## src/rtl/logic_arb_pkg.sv

```systemverilog
// Shared definitions for the logic-unit arbiter: op encodings, FSM states
// and the width of the optional per-requester grant counters.
package logic_arb_pkg;

    localparam logic [1:0] OP_AND = 2'b00;
    localparam logic [1:0] OP_OR  = 2'b01;
    localparam logic [1:0] OP_XOR = 2'b10;
    localparam logic [1:0] OP_NOT = 2'b11;

    typedef enum logic [0:0] {
        ST_IDLE = 1'b0,
        ST_HOLD = 1'b1
    } arb_state_e;

    localparam int          CNT_W   = 16;
    localparam logic [15:0] CNT_MAX = 16'hFFFF;

endpackage

```

## src/rtl/logic_unit_arbiter_op.sv

```systemverilog
// Combinational WIDTH-bit bitwise logic unit (AND / OR / XOR / NOT a).
// Each branch is a plain bitwise operator so synthesis maps it onto the
// W_AND32 / W_OR32 / W_XOR gate cells of the datapath library.
module logic_unit_op
    import logic_arb_pkg::*;
#(
    parameter int WIDTH = 32
) (
    input  logic [1:0]       op,
    input  logic [WIDTH-1:0] a,
    input  logic [WIDTH-1:0] b,
    output logic [WIDTH-1:0] y
);

    // Select the requested function; b is ignored for NOT.
    always_comb begin
        y = '0;
        case (op)
            OP_AND:  y = a & b;
            OP_OR:   y = a | b;
            OP_XOR:  y = a ^ b;
            OP_NOT:  y = ~a;
            default: y = '0;
        endcase
    end

endmodule

```

## src/rtl/logic_unit_arbiter.sv

```systemverilog
// Round-robin arbiter sharing one logic unit between NREQ requesters.
// Handshake: a transfer happens on any rising edge where valid & ready are
// both high; valid never depends on ready, ready may depend on valid.
// One op is in flight: HOLD owns the response register until rsp_ready.
// Optional feature: define LOGIC_ARB_STATS_EN to add grant_cnt, a
// saturating 16-bit accepted-request counter per requester.
module logic_unit_arbiter
    import logic_arb_pkg::*;
#(
    parameter int NREQ  = 2,
    parameter int WIDTH = 32,
    parameter int IDW   = 3
) (
    input  logic                  clk,
    input  logic                  rst,
    input  logic [NREQ-1:0]       req_valid,
    output logic [NREQ-1:0]       req_ready,
    input  logic [2*NREQ-1:0]     req_op,
    input  logic [WIDTH*NREQ-1:0] req_a,
    input  logic [WIDTH*NREQ-1:0] req_b,
    output logic                  rsp_valid,
    input  logic                  rsp_ready,
    output logic [IDW-1:0]        rsp_id,
    output logic [WIDTH-1:0]      rsp_data
`ifdef LOGIC_ARB_STATS_EN
    ,
    output logic [CNT_W*NREQ-1:0] grant_cnt
`endif
);

    arb_state_e       state_q, state_d;
    logic             rsp_valid_q, rsp_valid_d;
    logic [IDW-1:0]   rsp_id_q, rsp_id_d;
    logic [WIDTH-1:0] rsp_data_q, rsp_data_d;
    logic [IDW-1:0]   rr_ptr_q, rr_ptr_d;

    logic             can_accept;
    logic             grant_found;
    logic [IDW-1:0]   grant_idx;
    logic             accept;
    logic [1:0]       sel_op;
    logic [WIDTH-1:0] sel_a, sel_b, op_result;

    // First valid requester at or after ptr, wrapping modulo NREQ.
    // Scanning from the far end lets the nearest candidate win last.
    function automatic logic [IDW:0] pick(input logic [NREQ-1:0] v,
                                          input logic [IDW-1:0]  ptr);
        logic [IDW:0] res;
        int           idx;
        res = '0;
        for (int k = NREQ - 1; k >= 0; k--) begin
            idx = (int'(ptr) + k) % NREQ;
            if (v[idx]) res = {1'b1, IDW'(idx)};
        end
        return res;
    endfunction

    // Grant selection, ready generation and operand steering.
    always_comb begin
        can_accept  = (state_q == ST_IDLE) || ((state_q == ST_HOLD) && rsp_ready);
        {grant_found, grant_idx} = pick(req_valid, rr_ptr_q);
        req_ready = '0;
        if (grant_found && can_accept && !rst) req_ready[grant_idx] = 1'b1;
        accept = grant_found && can_accept;
        sel_op = req_op[int'(grant_idx)*2 +: 2];
        sel_a  = req_a[int'(grant_idx)*WIDTH +: WIDTH];
        sel_b  = req_b[int'(grant_idx)*WIDTH +: WIDTH];
    end

    logic_unit_op #(.WIDTH(WIDTH)) u_op (
        .op (sel_op),
        .a  (sel_a),
        .b  (sel_b),
        .y  (op_result)
    );

    // Next-state: retire on rsp_ready, then a same-edge accept overrides.
    always_comb begin
        state_d     = state_q;
        rsp_valid_d = rsp_valid_q;
        rsp_id_d    = rsp_id_q;
        rsp_data_d  = rsp_data_q;
        rr_ptr_d    = rr_ptr_q;
        if (state_q == ST_HOLD && rsp_ready) begin
            state_d     = ST_IDLE;
            rsp_valid_d = 1'b0;
        end
        if (accept) begin
            state_d     = ST_HOLD;
            rsp_valid_d = 1'b1;
            rsp_id_d    = grant_idx;
            rsp_data_d  = op_result;
            rr_ptr_d    = (int'(grant_idx) == NREQ - 1) ? '0 : grant_idx + 1'b1;
        end
    end

    // FSM, response register and round-robin pointer.
    always_ff @(posedge clk) begin
        if (rst) begin
            state_q     <= ST_IDLE;
            rsp_valid_q <= 1'b0;
            rsp_id_q    <= '0;
            rsp_data_q  <= '0;
            rr_ptr_q    <= '0;
        end else begin
            state_q     <= state_d;
            rsp_valid_q <= rsp_valid_d;
            rsp_id_q    <= rsp_id_d;
            rsp_data_q  <= rsp_data_d;
            rr_ptr_q    <= rr_ptr_d;
        end
    end

    assign rsp_valid = rsp_valid_q;
    assign rsp_id    = rsp_id_q;
    assign rsp_data  = rsp_data_q;

`ifdef LOGIC_ARB_STATS_EN
    logic [CNT_W*NREQ-1:0] grant_cnt_q, grant_cnt_d;

    // Saturating increment of the granted requester's counter.
    always_comb begin
        grant_cnt_d = grant_cnt_q;
        if (accept && grant_cnt_q[int'(grant_idx)*CNT_W +: CNT_W] != CNT_MAX)
            grant_cnt_d[int'(grant_idx)*CNT_W +: CNT_W] =
                grant_cnt_q[int'(grant_idx)*CNT_W +: CNT_W] + 1'b1;
    end

    // Counter register, cleared by reset.
    always_ff @(posedge clk) begin
        if (rst) grant_cnt_q <= '0;
        else     grant_cnt_q <= grant_cnt_d;
    end

    assign grant_cnt = grant_cnt_q;
`endif

endmodule

```

## config.mk

```make
export PLATFORM = sky130hd
export DESIGN_NAME = logic_unit_arbiter
export DESIGN_NICKNAME = d
export VERILOG_FILES = /design/src/rtl/logic_arb_pkg.sv /design/src/rtl/logic_unit_arbiter_op.sv /design/src/rtl/logic_unit_arbiter.sv
export SDC_FILE = /design/constraint.sdc
export NUM_CORES = 1
export LEC_CHECK = 0
export ABC_AREA = 1
export CORE_ASPECT_RATIO = 1.2
export CORE_MARGIN = 5
export CORE_UTILIZATION = 43
export DETAILED_ROUTE_END_ITERATION = 6
export PLACE_DENSITY_LB_ADDON = 0.08
export SLEW_MARGIN = 20
export SYNTH_ARGS = -nofsm -noshare
export SYNTH_HDL_FRONTEND = slang
export SYNTH_SLANG_ARGS = --single-unit
```

## constraint.sdc

```tcl
create_clock -name clk -period 2.3 [get_ports clk]
set_input_delay 0.23 -clock clk [delete_from_list [all_inputs] [get_ports clk]]
set_output_delay 0.23 -clock clk [all_outputs]
set_load 0.02 [all_outputs]
```

; Word level (Yosys, flattened, before mapping)
; Index checks and enable logic that the tools add are counted.
[totals]
ff_bits = 37
output_inout_bits = 38
[op_classes]
n_addsub = 2
n_mux = 14
n_reduce_logical = 8
n_eq_ne = 4
magnitude_cmp = 4
shifts = 3
bitwise = 6
[op_table]
columns = cell, n
row1 = case mux 32 bit (4 select lines), 1
row2 = indexed part select 64 x 9 -> 32 bit, 2
row3 = bitwise AND 32 bit, 1
row4 = inverter 32 bit, 1
row5 = OR 32 bit, 1
row6 = XOR 32 bit, 1
row7 = 2-to-1 mux 1 bit, 9
row8 = 2-to-1 mux 4 bit, 2
row9 = indexed part select 4 x 5 -> 2 bit, 1
row10 = "== test 2 bit, second input constant", 2
row11 = logical AND 1 bit, 4
row12 = "== test 3 x 2 -> 1 bit, second input constant", 1
row13 = ">= comparator 3 x 1 -> 1 bit, second input constant", 1
row14 = "less-than comparator 2 x 3 -> 1 bit, second input constant", 1
row15 = "less-than comparator 3 x 2 -> 1 bit, second input constant", 1
row16 = "adder 1 bit, second input constant", 2
row17 = "== test 2 x 1 -> 1 bit, second input constant", 1
row18 = zero test 2 bit, 1
row19 = "less-than comparator 1 x 2 -> 1 bit, second input constant", 1
row20 = 2-to-1 mux 2 bit, 1
row21 = nonzero test 2 bit, 1
row22 = "bitwise AND 1 bit, first input constant", 1
row23 = demux 1 bit (select 1 bit), 1
row24 = zero test 1 bit, 1
row25 = 2 further kinds, 2

; Logic depth before layout (Yosys ltp)
[logic_depth]
word_depth = 12
ltp_mapped = 15

; Hierarchy
; From an unflattened synthesis, not the netlist that was laid out.
[hier_totals]
hier_cells = 758
hier_area_um2 = 4448.0
[by_module_without_submodules]
columns = mod, cells_each, area_per_inst_um2, seq_area_each_um2, n_inst
row1 = logic_unit_arbiter, 415, 2327.2, 700.7, 1
row2 = logic_unit_op, 343, 2120.8, 0.0, 1

; Least setup slack after synthesis
; OpenSTA, ideal clock, no wires.
[synth_path]
kind = reg2reg
start = register rr_ptr_q[0]
end = register rsp_data_q[30], in the netlist rsp_data[30]
required_ns = 2.168
slack_ns = 0.512
arrival_ns = 1.656
path_stages_with_launch = 13
setup_ns = 0.132
path_cell_list = dfxtp_1 inv_2 nand2_2 nand2_2 buf_2 buf_2 o21ai_1 inv_2 ha_1 o21ai_0 nand3_1 nand2_1 a21oi_1
[synth_via]
elab_chain_len = 9
[synth_lines]
columns = item, line
row1 = start: declaration, logic_unit_arbiter.sv:35  ; logic [IDW-1:0] rr_ptr_q, rr_ptr_d;
row2 = start signal: assignment, logic_unit_arbiter.sv:110  ; rr_ptr_q <= rr_ptr_d;
row3 = adder 1 bit, logic_unit_arbiter.sv:52  ; idx = (int'(ptr) + k) % NREQ;
row4 = 2-to-1 mux 1 bit (implied by the code) (3 in a row), logic_unit_arbiter.sv:53  ; if (v[idx]) res = {1'b1, IDW'(idx)};
row5 = 2-to-1 mux 4 bit, logic_unit_arbiter.sv:53
row6 = 2-to-1 mux 4 bit (*), logic_unit_arbiter.sv:53
row7 = indexed part select 64 x 9 -> 32 bit (tied with other cells), logic_unit_arbiter.sv:66  ; sel_a = req_a[int'(grant_idx)*WIDTH +: WIDTH];
row8 = XOR 32 bit (tied with other cells), logic_unit_arbiter_op.sv:21  ; OP_XOR: y = a ^ b;
row9 = case mux 32 bit (4 select lines), logic_unit_arbiter_op.sv:18  ; case (op)
row10 = end signal: assignment, logic_unit_arbiter.sv:109  ; rsp_data_q <= rsp_data_d;
row11 = end: declaration, logic_unit_arbiter.sv:34  ; logic [WIDTH-1:0] rsp_data_q, rsp_data_d;
; Every way passes the cells marked *; elsewhere a longest branch is shown, timed or not. The select of a mux whose other input is x is not followed.
; A chain may end at the register's enable or synchronous reset.

; Worst setup path in the final report
[layout_path]
start = input req_valid[1]
end = output req_ready[1]
[layout_via]
elab_chain_len = 10
[layout_lines]
columns = item, line
row1 = start: declaration, logic_unit_arbiter.sv:16  ; input logic [NREQ-1:0] req_valid,
row2 = 2-to-1 mux 1 bit (implied by the code) (3 in a row), logic_unit_arbiter.sv:53
row3 = 2-to-1 mux 4 bit, logic_unit_arbiter.sv:53
row4 = 2-to-1 mux 4 bit (*), logic_unit_arbiter.sv:53
row5 = >= comparator 3 x 1 -> 1 bit (implied by the code) or less-than comparator 3 x 2 -> 1 bit (tied branches), logic_unit_arbiter.sv:63  ; if (grant_found && can_accept && !rst) req_ready[grant_idx] = 1'b1;
row6 = logical AND 1 bit (implied by the code), logic_unit_arbiter.sv:63
row7 = 2-to-1 mux 1 bit (implied by the code), logic_unit_arbiter.sv:63
row8 = demux 1 bit (select 1 bit), logic_unit_arbiter.sv:63
row9 = 2-to-1 mux 2 bit (*), logic_unit_arbiter.sv:63
row10 = end: declaration, logic_unit_arbiter.sv:17  ; output logic [NREQ-1:0] req_ready,
; Marked as above.

==> run summary <==
The number of max-cap violations is 0. The distinct cell type count after synthesis came out at 18. The global-route track usage on met1 is 0.257. The signal on the critical path passes through clkdlybuf4s50_1 > nand2_4 > nor3_1 > clkdlybuf4s50_1. The most numerous cell type found on the critical path is sky130_fd_sc_hd__clkdlybuf4s50_1. The final period demand of the worst path came out at around 2.2 ns. The worst setup path is captured at an output pin. The final cycle utilization of the critical path is 0.949. The fraction of layout instances using a drive strength above 1 is 0.0464.

The number of buffers created by CTS is 5. The count of standard-cell rows came out at 42. The final routed DRC violation total is 0. The total internal power is 1810 µW. The width of the die came out at 106 µm. The final worst clock skew is 0.00194 ns. The share of Yosys cell area claimed by the top area cell type came out at 0.169. The top-level port count came out at 175. The switching power summed over all nets came out at 1110 µW. STA classifies the critical path startpoint as an input pin. The peak supply drop came out at 0.285 mV. Prior to clock tree synthesis, the placed netlist has a worst setup slack of -0.0210 ns. The final setup slack of the worst path is 0.117 ns. The average size of a mapped cell came out at a little under 6 µm². The global-route track usage on met2 came out at 0.419. In this run, post-CTS hold repair placed 0 buffers.

The power per unit of standard cell area came out at 427 nW/µm². The total die area is ~13000 µm². The combinational group share of total power is 0.512. The count of nets left with antenna violations once routing finished came out at 0.

The Yosys warning count came out at 0. The maximum frequency from static timing analysis came out at 458 MHz. The clock tree buffer depth is 2. The reported leakage power came out at 0.00360 µW.

The layout-stage area growth over the synthesis result is 43.9%. The global route total overflow came out at 0. The library cell occupying the most area in the post-synthesis netlist is sky130_fd_sc_hd__ha_1. The number of global-route vias before repair is 5516.

The post-cts gate resize count is 0. CTS saw 35 sinks. The final standard cell count with taps included and fillers excluded is approximately 1100. The placer congestion estimate is 0.815. The clock tree root buffer cell is sky130_fd_sc_hd__clkbuf_16.

The share of the Yosys chip area taken by registers is 0.147. The clock latency on the worst-skew pair is 0.29 ns. The final net count came out at about 1200.

The count of final setup violators came out at 0. The flow ran to the end, and the final reports show no timing, DRC or antenna violations. The worst hold margin is roughly 0.46 ns. For this run, global-route usage on met3 was measured as 0.0418.

In the global route stage, overall resource usage came out at 0.227. The slowest stage of the critical path belongs to the cell sky130_fd_sc_hd__clkdlybuf4s50_1. The data arrival time of the critical path is about 2.0 ns. Summing over every cut layer, the via total after detailed routing is 5422. The pre-antenna-repair detailed-routing pass consisted of 4 iterations. After global routing, the most crowded layer is met2. The highest cell delay on the worst timing path came out at 0.67 ns.

The quantity of I/O buffers inserted on ports came out at 172. The clock-pin slew reported for the worst setup and hold paths after clock tree synthesis came out at roughly 0.060 ns. The number of diodes added for antenna fixing is 0. The iteration-0 DRC count of the detailed router is 236. The setup path with the least slack is of type in -> out. The routed via count divided by cell count is approximately 4.9. Along the worst path, the maximum fanout reaches 7. The post-detailed-route wirelength per cell is 13.7 µm. The largest net degree at the start of global routing came out at 43. The initial utilization of the core area, before any placement, comes to 0.435. The cell area that synthesis handed to floorplanning was 4750 µm². After synthesis the netlist holds a flip-flop and latch count of 35.

Setup repair after global routing left no endpoint under its margin. Once the clock tree was built, the setup fixing pass inserted 0 buffers. The instance count of the mapped netlist is 814. The first global-routing pass estimated 24900 µm of wire. The relative contribution of the clock network to total power came out at 0.243. The sequential group share of total power came out at 0.245.

The total design power is 2920 µW. In the post-synthesis netlist, the biggest area contributors are sky130_fd_sc_hd__ha_1, sky130_fd_sc_hd__nand2_1, sky130_fd_sc_hd__dfxtp_1. Detailed placement finished with a half-perimeter wire length of around 11000 µm. In this run the worst hold path is classified as reg -> reg.

The area of the core came out at 10900 µm². The final count of pins violating max slew is 0. The initial antenna violation count came to 0. The required time of the critical path came out at 2.07 ns. The final-report hold violation count came out at 0. The die boundary height came out at roughly 130 µm. The switching power share of the total came out at 0.382. TritonCTS built the clock tree. The number of levels the H-tree was split into is 2. The final layout contains routed wiring with a total length of 15100 µm. The number of placed cells counting well taps came out at 1095.
layout make-up:
class | count | area, µm²
clock buffers | 6 | 139
multi-input cells | 535 | 3060
fillers | 1031 | 4090
flip-flops and latches | 35 | 701
well taps | 132 | 165
inverters | 194 | 728
clock inverters | 1 | 5.00
repair buffers | 199 | 2040
path summary, 6_finish.rpt:
path	start	to	depth (start not counted)	slack, ns
min	rsp_data[12]	rsp_data[12]	2	0.46
max reg2reg	rr_ptr_q[0]	rsp_data[2]	11	0.37
min reg2reg	rsp_data[12]	rsp_data[12]	2	0.46
max	req_valid[1]	req_ready[1]	4	0.12
kinds of logic (layout without fill, tap and decap cells):
kind of cell | Yosys count | in the layout | synth area share
compound gates | 106 | 106 | 0.112
flops | 35 | 35 | 0.147
other cells | 1 | 2 | 0.000789
buf+inv | 245 | 400 | 0.211
simple gates | 363 | 363 | 0.361
fa+ha+maj | 64 | 64 | 0.169
metal layers:
layer  up-vias  part of all wire
li1       2804                 -
met5         -                 0
met3        26             0.056
met2       158              0.51
met1      2434              0.41
met4         0             0.021
power by group through the flow:
| stage | logic, µW | registers [µW] | clock network [µW] |
|---|---|---|---|
| finish | 1500 | 715 | 709 |
| global route | 1680 | 723 | 756 |
| CTS | 1510 | 715 | 728 |
| detailed placement | 1500 | 726 | 0 |
| global placement | 1440 | 727 | 0 |
| floorplan | 784 | 806 | 0 |
state kept, by name, summed over array words and instances (netlist names):
name       count
rsp_id         1
rsp_data      32
rsp_valid      1
rr_ptr_q       1
stage by stage:
step	instance area, µm²	setup TNS [ns]	util
2_1_floorplan	4760	0	-
3_3_place_gp	6700	0	0.613
3_5_place_dp	6700	-0.0210	0.613
4_1_cts	6840	0	0.626
5_1_grt	6840	0	0.626
6_report	6840	0	0.626
cell usage after synthesis:
master / n
sky130_fd_sc_hd__o21ai_0: 34
sky130_fd_sc_hd__a21oi_1: 35
sky130_fd_sc_hd__inv_2: 3
sky130_fd_sc_hd__clkbuf_1: 9
sky130_fd_sc_hd__inv_1: 182
sky130_fd_sc_hd__dfxtp_1: 35
sky130_fd_sc_hd__o21ai_1: 37
sky130_fd_sc_hd__nor3_1: 1
sky130_fd_sc_hd__nand2_2: 6
sky130_fd_sc_hd__nor2_1: 3
sky130_fd_sc_hd__clkinv_1: 9
sky130_fd_sc_hd__ha_1: 64
sky130_fd_sc_hd__conb_1: 1
sky130_fd_sc_hd__buf_2: 30
sky130_fd_sc_hd__buf_4: 12
sky130_fd_sc_hd__nand3b_1: 62
sky130_fd_sc_hd__nand3_1: 82
sky130_fd_sc_hd__nand2_1: 209
cell usage in the layout, fill, tap and decap left out, drive strengths merged:
cell	n
o21ai	71
inv	185
conb	2
clkbuf	6
nor3	1
ha	64
clkdlybuf4s50	172
nand3b	62
dfxtp	35
nand3	82
a21oi	35
nor2	3
clkinv	10
nand2	215
buf	27
critical path: cells and delay by family:
kind / cells / cell delay, ns
buf+inv: 2 / 1.26
simple gates: 2 / 0.46
Power figures use the tool's default switching activity.
